### src/rtl/vga_pkg.sv
// ============================================================================
//  Module   : vga_pkg
//  Brief    : 640x480@60 VGA timing constants and shared row-buffer types.
//  Revision : 1.0 - initial release
// ============================================================================
`default_nettype none

package vga_pkg;

  localparam int H_ACTIVE = 640;
  localparam int H_FP     = 16;
  localparam int H_SYNC   = 96;
  localparam int H_BP     = 48;
  localparam int V_ACTIVE = 480;
  localparam int V_FP     = 10;
  localparam int V_SYNC   = 2;
  localparam int V_BP     = 33;
  localparam int H_TOTAL  = H_ACTIVE + H_FP + H_SYNC + H_BP;
  localparam int V_TOTAL  = V_ACTIVE + V_FP + V_SYNC + V_BP;

  localparam int CNT_W      = 10;
  localparam int RGB_W      = 24;
  localparam int ROW_ADDR_W = 9;
  localparam int FIELD_W    = 480;

  typedef logic [CNT_W-1:0]      cnt_t;
  typedef logic [RGB_W-1:0]      rgb_t;
  typedef logic [ROW_ADDR_W-1:0] row_addr_t;

  localparam rgb_t BORDER_RGB = 24'h202020;

  typedef struct packed {
    logic vis;
    logic fld;
    logic hs;
    logic vs;
  } pipe_t;

  localparam pipe_t PIPE_IDLE = '{vis: 1'b0, fld: 1'b0, hs: 1'b1, vs: 1'b1};

  // True while c lies in the half-open window [lo, lo+len).
  function automatic logic in_window(cnt_t c, int lo, int len);
    return (int'(c) >= lo) && (int'(c) < lo + len);
  endfunction

endpackage

`default_nettype wire

### src/rtl/row_scanout_if.sv
// ============================================================================
//  Module   : row_scanout_if
//  Brief    : Row-buffer read/clear port plus VGA pin bundle for row_scanout.
//  Revision : 1.0 - initial release
// ============================================================================
`default_nettype none

interface row_scanout_if;
  import vga_pkg::*;

  row_addr_t row_addr;
  rgb_t      row_data;
  logic      bank_sel;
  row_addr_t clr_addr;
  logic      clr_wren;
  logic      swap;
  rgb_t      vga_rgb;
  logic      vga_hs;
  logic      vga_vs;
  logic      vga_de;
  logic      frame_start;

  modport master (
    output row_addr, bank_sel, clr_addr, clr_wren, swap,
    output vga_rgb, vga_hs, vga_vs, vga_de, frame_start,
    input  row_data
  );

  modport slave (
    input  row_addr, bank_sel, clr_addr, clr_wren, swap,
    input  vga_rgb, vga_hs, vga_vs, vga_de, frame_start,
    output row_data
  );

endinterface

`default_nettype wire

### src/rtl/vga_timing.sv
// ============================================================================
//  Module   : vga_timing
//  Brief    : Pixel/line counters with undelayed visible, hsync and vsync flags.
//  Revision : 1.0 - initial release
// ============================================================================
`default_nettype none

module vga_timing #(
  parameter int H_ACTIVE = vga_pkg::H_ACTIVE,
  parameter int H_FP     = vga_pkg::H_FP,
  parameter int H_SYNC   = vga_pkg::H_SYNC,
  parameter int H_BP     = vga_pkg::H_BP,
  parameter int V_ACTIVE = vga_pkg::V_ACTIVE,
  parameter int V_FP     = vga_pkg::V_FP,
  parameter int V_SYNC   = vga_pkg::V_SYNC,
  parameter int V_BP     = vga_pkg::V_BP
) (
  input  logic          clk,
  input  logic          rst_n,
  output vga_pkg::cnt_t hcount,
  output vga_pkg::cnt_t vcount,
  output logic          vis,
  output logic          hs,
  output logic          vs,
  output logic          frame_start
);
  import vga_pkg::*;

  localparam int H_TOTAL = H_ACTIVE + H_FP + H_SYNC + H_BP;
  localparam int V_TOTAL = V_ACTIVE + V_FP + V_SYNC + V_BP;

  logic w_h_last;
  logic w_v_last;

  assign w_h_last = (hcount == cnt_t'(H_TOTAL - 1));
  assign w_v_last = (vcount == cnt_t'(V_TOTAL - 1));

  // frame_start is decoded one count early so it lines up with (0,0).
  always_ff @(posedge clk or negedge rst_n) begin
    if (!rst_n) begin
      hcount      <= '0;
      vcount      <= '0;
      frame_start <= 1'b0;
    end else begin
      frame_start <= w_h_last && w_v_last;
      if (w_h_last) begin
        hcount <= '0;
        vcount <= w_v_last ? '0 : vcount + cnt_t'(1);
      end else begin
        hcount <= hcount + cnt_t'(1);
      end
    end
  end

  assign vis = (hcount < cnt_t'(H_ACTIVE)) && (vcount < cnt_t'(V_ACTIVE));
  assign hs  = !in_window(hcount, H_ACTIVE + H_FP, H_SYNC);
  assign vs  = !in_window(vcount, V_ACTIVE + V_FP, V_SYNC);

endmodule

`default_nettype wire

### src/rtl/row_scanout.sv
// ============================================================================
//  Module   : row_scanout
//  Brief    : Scans the displayed row bank out to VGA and hands banks to the
//             drawer. Define SCANOUT_CLEAR_EN to zero each pixel after reading.
//  Revision : 1.0 - initial release
// ============================================================================
`default_nettype none

module row_scanout #(
  parameter int            H_ACTIVE   = vga_pkg::H_ACTIVE,
  parameter int            H_FP       = vga_pkg::H_FP,
  parameter int            H_SYNC     = vga_pkg::H_SYNC,
  parameter int            H_BP       = vga_pkg::H_BP,
  parameter int            V_ACTIVE   = vga_pkg::V_ACTIVE,
  parameter int            V_FP       = vga_pkg::V_FP,
  parameter int            V_SYNC     = vga_pkg::V_SYNC,
  parameter int            V_BP       = vga_pkg::V_BP,
  parameter int            FIELD_W    = vga_pkg::FIELD_W,
  parameter vga_pkg::rgb_t BORDER_RGB = vga_pkg::BORDER_RGB
) (
  input  logic          clk,
  input  logic          rst_n,
  row_scanout_if.master bus
);
  import vga_pkg::*;

  localparam int V_TOTAL = V_ACTIVE + V_FP + V_SYNC + V_BP;

  cnt_t      w_hcount;
  cnt_t      w_vcount;
  logic      w_vis0;
  logic      w_hs0;
  logic      w_vs0;
  logic      w_frame_start;
  logic      w_in_field;
  logic      w_fld0;
  row_addr_t w_addr0;
  logic      w_swap_d;

  pipe_t     r_s1;
  rgb_t      r_rgb;
  logic      r_hs;
  logic      r_vs;
  logic      r_de;
  logic      r_swap;
  logic      r_bank;

  vga_timing #(
    .H_ACTIVE (H_ACTIVE),
    .H_FP     (H_FP),
    .H_SYNC   (H_SYNC),
    .H_BP     (H_BP),
    .V_ACTIVE (V_ACTIVE),
    .V_FP     (V_FP),
    .V_SYNC   (V_SYNC),
    .V_BP     (V_BP)
  ) u_timing (
    .clk         (clk),
    .rst_n       (rst_n),
    .hcount      (w_hcount),
    .vcount      (w_vcount),
    .vis         (w_vis0),
    .hs          (w_hs0),
    .vs          (w_vs0),
    .frame_start (w_frame_start)
  );

  assign w_in_field = (w_hcount < cnt_t'(FIELD_W));
  assign w_fld0     = w_vis0 && w_in_field;
  assign w_addr0    = w_in_field ? w_hcount[ROW_ADDR_W-1:0] : '0;

  // Decoded one pixel early so the registered pulse lands on H_ACTIVE+2, after
  // the line's last read; the last-line pulse prepares row 0 of the next frame.
  assign w_swap_d = (w_hcount == cnt_t'(H_ACTIVE + 1)) &&
                    ((w_vcount <= cnt_t'(V_ACTIVE - 2)) ||
                     (w_vcount == cnt_t'(V_TOTAL - 1)));

  always_ff @(posedge clk or negedge rst_n) begin
    if (!rst_n) begin
      r_s1   <= PIPE_IDLE;
      r_rgb  <= '0;
      r_hs   <= 1'b1;
      r_vs   <= 1'b1;
      r_de   <= 1'b0;
      r_swap <= 1'b0;
      r_bank <= 1'b0;
    end else begin
      r_s1   <= '{vis: w_vis0, fld: w_fld0, hs: w_hs0, vs: w_vs0};
      r_rgb  <= r_s1.fld ? bus.row_data : (r_s1.vis ? BORDER_RGB : '0);
      r_hs   <= r_s1.hs;
      r_vs   <= r_s1.vs;
      r_de   <= r_s1.vis;
      r_swap <= w_swap_d;
      r_bank <= r_bank ^ w_swap_d;
    end
  end

  assign bus.row_addr    = w_addr0;
  assign bus.bank_sel    = r_bank;
  assign bus.swap        = r_swap;
  assign bus.vga_rgb     = r_rgb;
  assign bus.vga_hs      = r_hs;
  assign bus.vga_vs      = r_vs;
  assign bus.vga_de      = r_de;
  assign bus.frame_start = w_frame_start;

`ifdef SCANOUT_CLEAR_EN
  row_addr_t r_addr1;

  always_ff @(posedge clk or negedge rst_n) begin
    if (!rst_n) begin
      r_addr1 <= '0;
    end else begin
      r_addr1 <= w_addr0;
    end
  end

  // Clear trails the read by one cycle, so the pixel is never zeroed early.
  assign bus.clr_wren = r_s1.fld;
  assign bus.clr_addr = r_s1.fld ? r_addr1 : '0;
`else
  assign bus.clr_wren = 1'b0;
  assign bus.clr_addr = '0;
`endif

endmodule

`default_nettype wire

### src/flat_wrapper.sv
// flat-port wrapper written by rule: the top's interface ports become plain ports
module row_scanout_flat import vga_pkg::*;
#(
  parameter int            H_ACTIVE   = vga_pkg::H_ACTIVE,
  parameter int            H_FP       = vga_pkg::H_FP,
  parameter int            H_SYNC     = vga_pkg::H_SYNC,
  parameter int            H_BP       = vga_pkg::H_BP,
  parameter int            V_ACTIVE   = vga_pkg::V_ACTIVE,
  parameter int            V_FP       = vga_pkg::V_FP,
  parameter int            V_SYNC     = vga_pkg::V_SYNC,
  parameter int            V_BP       = vga_pkg::V_BP,
  parameter int            FIELD_W    = vga_pkg::FIELD_W,
  parameter vga_pkg::rgb_t BORDER_RGB = vga_pkg::BORDER_RGB
)
  (clk, rst_n, bus_row_addr, bus_bank_sel, bus_clr_addr, bus_clr_wren, bus_swap, bus_vga_rgb, bus_vga_hs, bus_vga_vs, bus_vga_de, bus_frame_start, bus_row_data);
  row_scanout_if bus_i ();
  input  logic clk;
  input  logic rst_n;
  output wire logic [$bits(bus_i.row_addr)-1:0] bus_row_addr;
  output wire logic [$bits(bus_i.bank_sel)-1:0] bus_bank_sel;
  output wire logic [$bits(bus_i.clr_addr)-1:0] bus_clr_addr;
  output wire logic [$bits(bus_i.clr_wren)-1:0] bus_clr_wren;
  output wire logic [$bits(bus_i.swap)-1:0] bus_swap;
  output wire logic [$bits(bus_i.vga_rgb)-1:0] bus_vga_rgb;
  output wire logic [$bits(bus_i.vga_hs)-1:0] bus_vga_hs;
  output wire logic [$bits(bus_i.vga_vs)-1:0] bus_vga_vs;
  output wire logic [$bits(bus_i.vga_de)-1:0] bus_vga_de;
  output wire logic [$bits(bus_i.frame_start)-1:0] bus_frame_start;
  input wire logic [$bits(bus_i.row_data)-1:0] bus_row_data;
  assign bus_row_addr = bus_i.row_addr;
  assign bus_bank_sel = bus_i.bank_sel;
  assign bus_clr_addr = bus_i.clr_addr;
  assign bus_clr_wren = bus_i.clr_wren;
  assign bus_swap = bus_i.swap;
  assign bus_vga_rgb = bus_i.vga_rgb;
  assign bus_vga_hs = bus_i.vga_hs;
  assign bus_vga_vs = bus_i.vga_vs;
  assign bus_vga_de = bus_i.vga_de;
  assign bus_frame_start = bus_i.frame_start;
  assign bus_i.row_data = bus_row_data;
  row_scanout #(.H_ACTIVE(H_ACTIVE), .H_FP(H_FP), .H_SYNC(H_SYNC), .H_BP(H_BP), .V_ACTIVE(V_ACTIVE), .V_FP(V_FP), .V_SYNC(V_SYNC), .V_BP(V_BP), .FIELD_W(FIELD_W), .BORDER_RGB(BORDER_RGB)) u_core (.clk(clk), .rst_n(rst_n), .bus(bus_i));
endmodule
### config.mk
export PLATFORM = sky130hd
export DESIGN_NAME = row_scanout_flat
export DESIGN_NICKNAME = d
export VERILOG_FILES = /design/src/rtl/vga_pkg.sv /design/src/rtl/row_scanout_if.sv /design/src/rtl/vga_timing.sv /design/src/rtl/row_scanout.sv /design/src/flat_wrapper.sv
export SDC_FILE = /design/constraint.sdc
export NUM_CORES = 1
export LEC_CHECK = 0
export CORE_ASPECT_RATIO = 0.6
export CORE_MARGIN = 3
export CORE_UTILIZATION = 41
export DETAILED_ROUTE_END_ITERATION = 6
export PLACE_DENSITY_LB_ADDON = 0.25
export SLEW_MARGIN = 40
export SYNTH_ARGS = -nofsm -noshare
export SYNTH_HDL_FRONTEND = slang
export SYNTH_HIERARCHICAL = 1
export SYNTH_SLANG_ARGS = --single-unit
### constraint.sdc
create_clock -name clk -period 1.6 [get_ports clk]
set_input_delay 0.16 -clock clk [delete_from_list [all_inputs] [get_ports clk]]
set_output_delay 0.16 -clock clk [all_outputs]
set_load 0.05 [all_outputs]
### Yosys cells after proc, flatten, opt, wreduce, memory -nomap -nowiden

Index checks and enable logic that the tools add are counted.

* reductions and logical operators: 9
* $add $sub $neg: 2
* order comparisons: 8
* mux-type cells: 5
* bitwise operators: 1
* equal/unequal tests: 3

Operator list (number)
* $eq A10 B10 Y1 const B: 3
* $lt A10 B9 Y1 const B: 3
* $mux W24: 1
* $mux W22: 1
* $add A10 B1 Y10 const B: 2
* $lt A10 B10 Y1 const B: 2
* $mux W10: 2
* $ge A10 B10 Y1 const B: 1
* $ge A10 B9 Y1 const B: 1
* $le A10 B9 Y1 const B: 1
* $mux W9: 1
* $logic_and A1 B1 Y1: 6
* $logic_not A1 Y1: 2
* $logic_or A1 B1 Y1: 1
* $xor A1 B1 Y1: 1

* word-level logic and storage cells: 41
* register bits: 54
* output and inout port bits: 49
* input bits: 26

### Longest topological paths before layout

* word-level depth: 4
* depth in mapped cells: 6
* mapped depth without buffers: 6

### By module

The synthesis kept the hierarchy.

By module, submodules not included
* row_scanout: area an instance 1239.9 um2, sequential area each 830.8 um2, cells each 96, times used 1
* vga_timing: area an instance 1102.3 um2, sequential area each 525.5 um2, cells each 113, times used 1

### Worst setup path before layout

OpenSTA, ideal clock, no wires.

* path type: register to register
* start: register u_core.u_timing.hcount[0]
* end: register u_core.u_timing.hcount[9]
* stages on the path, launching flop included: 7
* arrival time: 1425 ps
* slack: 54 ps
* data required time: 1479 ps
* buffers on the path: 1
* clock period less this slack: 1546 ps
* library setup time: 121 ps
* cell sequence: dfrtp_1 > ha_1 > and3_1 > and3_1 > buf_2 > o21ai_0 > a22o_1

* longest elaborated chain between the ends: 2
* elaborated cells between the ends (all ways): 3

RTL lines
* start, declared: line vga_timing.sv:20 `output vga_pkg::cnt_t hcount,`
* start signal, assigned: line vga_timing.sv:50 `hcount <= hcount + cnt_t'(1);`
* $add A10 B1 Y10 / $eq A10 B10 Y1 (equally long branches): line vga_timing.sv:50, vga_timing.sv:35
* $mux W10 (*): line vga_timing.sv:46 `if (w_h_last) begin`

Every way passes the cells marked *; elsewhere a longest branch is shown, timed or not.
A chain may end at the register's enable or synchronous reset.

### Worst setup path in the final report

* start: register u_core.u_timing.hcount[8]
* end: output port bus_row_addr[8]

* longest elaborated chain between the ends: 2

RTL lines
* $lt A10 B9 Y1: line row_scanout.sv:68 `assign w_in_field = (w_hcount < cnt_t'(FIELD_W));`
* $mux W9 (*): line row_scanout.sv:70 `assign w_addr0 = w_in_field ? w_hcount[ROW_ADDR_W-1:0] : '0;`
* end, declared: line flat_wrapper.sv:19 `output wire logic [$bits(bus_i.row_addr)-1:0] bus_row_addr;`

Marked as above.

==> impl_metrics.ini <==
[outcome]
status = complete, but fails checks
violations = negative setup slack

[synthesis]
ys_types = 39
yosys_most_used_dff = dfrtp_1
synth_area_per_cell_um2 = 11.2
synth_cells = 209
syn-cell-area_um2 = 2340
synth_edf_count = 0
synth-seq-cells = 54
seq_area_frac_synth = 0.579
ys_async_sr_fraction = 1.00
yosysWarnings = 6

[layout]
areaGrowthSynthToFinish_pct = 54.9
n_fill_cell = 387
fin_nets = 347
diodes = 0
layout-drive-gt1-share = 0.390
fin_area_um2 = 3630

[grt]
grt_max_degree = 26
grt_pass1_vias = 1825
grt_pass1_wl_um = 9380
grt.overflow.total = 0
antenna_found_initial = 0
grt.total_usage = 0.174

[detailed_routing]
wl_per_cell_um = 14.5
firstDrtPassIters = 4
wirelength_um = 5720
drt_first_iter_violations = 152
via_per_inst = 4.75
ant_nets = 0
drcViolationCount = 0
dr_total_vias = 1875

[worst_hold_path]
min-delay-path-class = input pin to asynchronous set/reset pin

[critical_path]
critical_path_arrival_ns = 1.51
critPathBufInv = 3
crit_type = register to primary output
cpMaxStageDelayCell = dfrtp_1
cp_common_cell = buf_6
path_cells = buf_6, a41oi_4, buf_6, and2_4, buf_12
cp_max_fo = 5
start_kind = register
slowest_delay_ns = 0.41
cp_top_family = flip-flops
required_ns = 1.44
end_kind = primary output

[placed_design]
dp_slack_ns = -0.0237
place.gp.congestion = 0.920
place_area_um2 = 3270
numPortBuffers = 64
hpwl_um = 4080

[cts]
cts_buffer_depth = 2
clkTransAtPathRegs_ns = 0.10
cts_sinks = 54
cts_max_level = 2
cts_tree = yes
cts_buffers = 5
cts-root-buf = clkbuf_8
worstSkewPairLatency_ns = 0.30

[power_and_ir_drop]
p_int_w = 0.00187
power.total_w = 0.00254
sw_frac_of_total = 0.264
p_seq_frac = 0.553
max-vdd-ir-drop_mv = 0.517
p_per_area_nw_per_um2 = 699
power.leakage_nw = 1.70
p_sw_w = 0.000670
p_comb_frac = 0.132
power.share.clock = 0.315

[floorplan]
core_area_um2 = 5280
die_w_um = 104
rows = 20
start_util = 0.444
dieArea_um2 = 6690
die_y_um = 64.5
io_pins = 75

[timing]
min_period_ns = 1.67
fin_ws_ns = -0.0734
tightest_slew_ns = 0.566
fmax_ghz = 0.598
rsz0062_at_grt = true
hold_viol = 0
setup_violations = 11
skew_ns = 0.00572
fin_crit_sh = 1.05
slew_headroom = 0.623
drv_slew = 0

[job]
drv_cap = 0
==> cell type report <==
cell class | count | area [um2] | area share
flip-flops and latches | 54 | 1360 | 0.374
multi-input cells | 145 | 1040 | 0.286
repair buffers | 106 | 1020 | 0.281
well taps | 77 | 96.3 | 0.0266
clock buffers | 6 | 82.6 | 0.0228
inverters | 5 | 18.8 | 0.00517
clock inverters | 2 | 16.3 | 0.00448
==> layer usage <==
metal | GRT usage | wire [um]
met5 | 0 | 0
met1 | 0.268 | 2810
met4 | 0.0199 | 32
met2 | 0.248 | 2380
met3 | 0.0527 | 489
==> cells by family (layout without fill, tap and decap cells) <==
logic type / after synthesis / count (layout) / share of synthesized area
adders and majority gates: 4 / 4 / 0.0214
xor gates and xnor gates: 10 / 10 / 0.0374
other: 1 / 10 / 0.00160
AOI/OAI and AO/OA: 18 / 18 / 0.0566
buffers and inverters: 19 / 119 / 0.0475
DFF: 54 / 54 / 0.579
and+or+nand+nor: 103 / 103 / 0.256
==> through the flow <==
step	instances	hold WS, ns	util	TNS (ns)
final	395	0.359	0.687	-0.677
after global routing	395	0.364	0.687	-1.98
after CTS	392	0.359	0.663	-0.604
after detailed placement	375	0.159	0.619	-0.0430
after global placement	375	0.160	0.619	0
after floorplan	218	-0.136	-	0
==> flip-flops by register name, indices dropped and copies added, names as in the netlist <==
name and cells:
u_core/bus.vga_rgb 24, u_core/u_timing/hcount 10, u_core/u_timing/vcount 10, u_core/r_s1 4
u_core/bus.bank_sel 1, u_core/bus.swap 1, u_core/bus.vga_de 1, u_core/bus.vga_hs 1
u_core/bus.vga_vs 1, u_core/u_timing/frame_start 1
==> placed cells by master, fill, tap and decap left out, types with 9 or more instances in the layout <==
| master | count |
|---|---|
| clkdlybuf4s50_1 | 24 |
| conb_1 | 10 |
| dfrtp_1 | 49 |
| buf_6 | 10 |
| nand2_1 | 15 |
| and2_4 | 9 |
| buf_4 | 60 |
| nor2_1 | 9 |
| and2_1 | 25 |
| buf_12 | 10 |
==> timing repair <==
item | in CTS | in global routing
cloned | 0 | 0
hold endpoints to repair | 18 | 0
buffers inserted | 8 | 3
hold buffers | 1 | 0
pin swaps | 13 | 16
gates resized for setup | 19 | 27
endpoints found under the setup margin | 15 | 20
==> final timing paths <==
kind	slack, ns	depth (start not counted)	endpoint	startpoint
max	-0.07	5	bus_row_addr[8]	u_core/u_timing/hcount[8]
min	0.36	2	u_core/bus.vga_rgb[14]	rst_n
max reg2reg	-0.06	6	u_core/u_timing/vcount[8]	u_core/u_timing/hcount[5]
min reg2reg	0.36	0	u_core/bus.vga_hs	u_core/r_s1[1]
max in group asynchronous	0.66	3	u_core/bus.vga_rgb[3]	rst_n
min in group clk	0.36	0	u_core/bus.vga_hs	u_core/r_s1[1]
==> synth_stat cells, drive strengths merged, types with 2 or more instances <==
| master | count | area (um2) |
|---|---|---|
| dfrtp | 50 | 1250 |
| and2 | 34 | 213 |
| nand2 | 18 | 67.6 |
| buf | 12 | 85.1 |
| nand3 | 10 | 50.1 |
| nor2 | 10 | 37.5 |
| o21ai | 7 | 35.0 |
| xor2 | 7 | 61.3 |
| nor3 | 6 | 40.0 |
| inv | 5 | 18.8 |
| nand4 | 5 | 31.3 |
| and3 | 4 | 25.0 |
| dfstp | 4 | 105 |
| ha | 4 | 50.1 |
| or3 | 4 | 25.0 |
| xnor2 | 3 | 26.3 |
| clkbuf | 2 | 7.51 |
| nand2b | 2 | 12.5 |
| nor4 | 2 | 12.5 |
| nor4bb | 2 | 20.0 |
| o211ai | 2 | 15.0 |
==> power by group through the flow <==
stage | clock network [W] | logic, W | registers [W]
2_1_floorplan | 0 | 0.0000909 | 0.00154
3_3_place_gp | 0 | 0.000331 | 0.00143
3_5_place_dp | 0 | 0.000333 | 0.00143
4_1_cts | 0.000813 | 0.000336 | 0.00140
5_1_grt | 0.000875 | 0.000352 | 0.00141
6_report | 0.000799 | 0.000334 | 0.00140
Note: power is estimated with default switching activity, not from simulation.
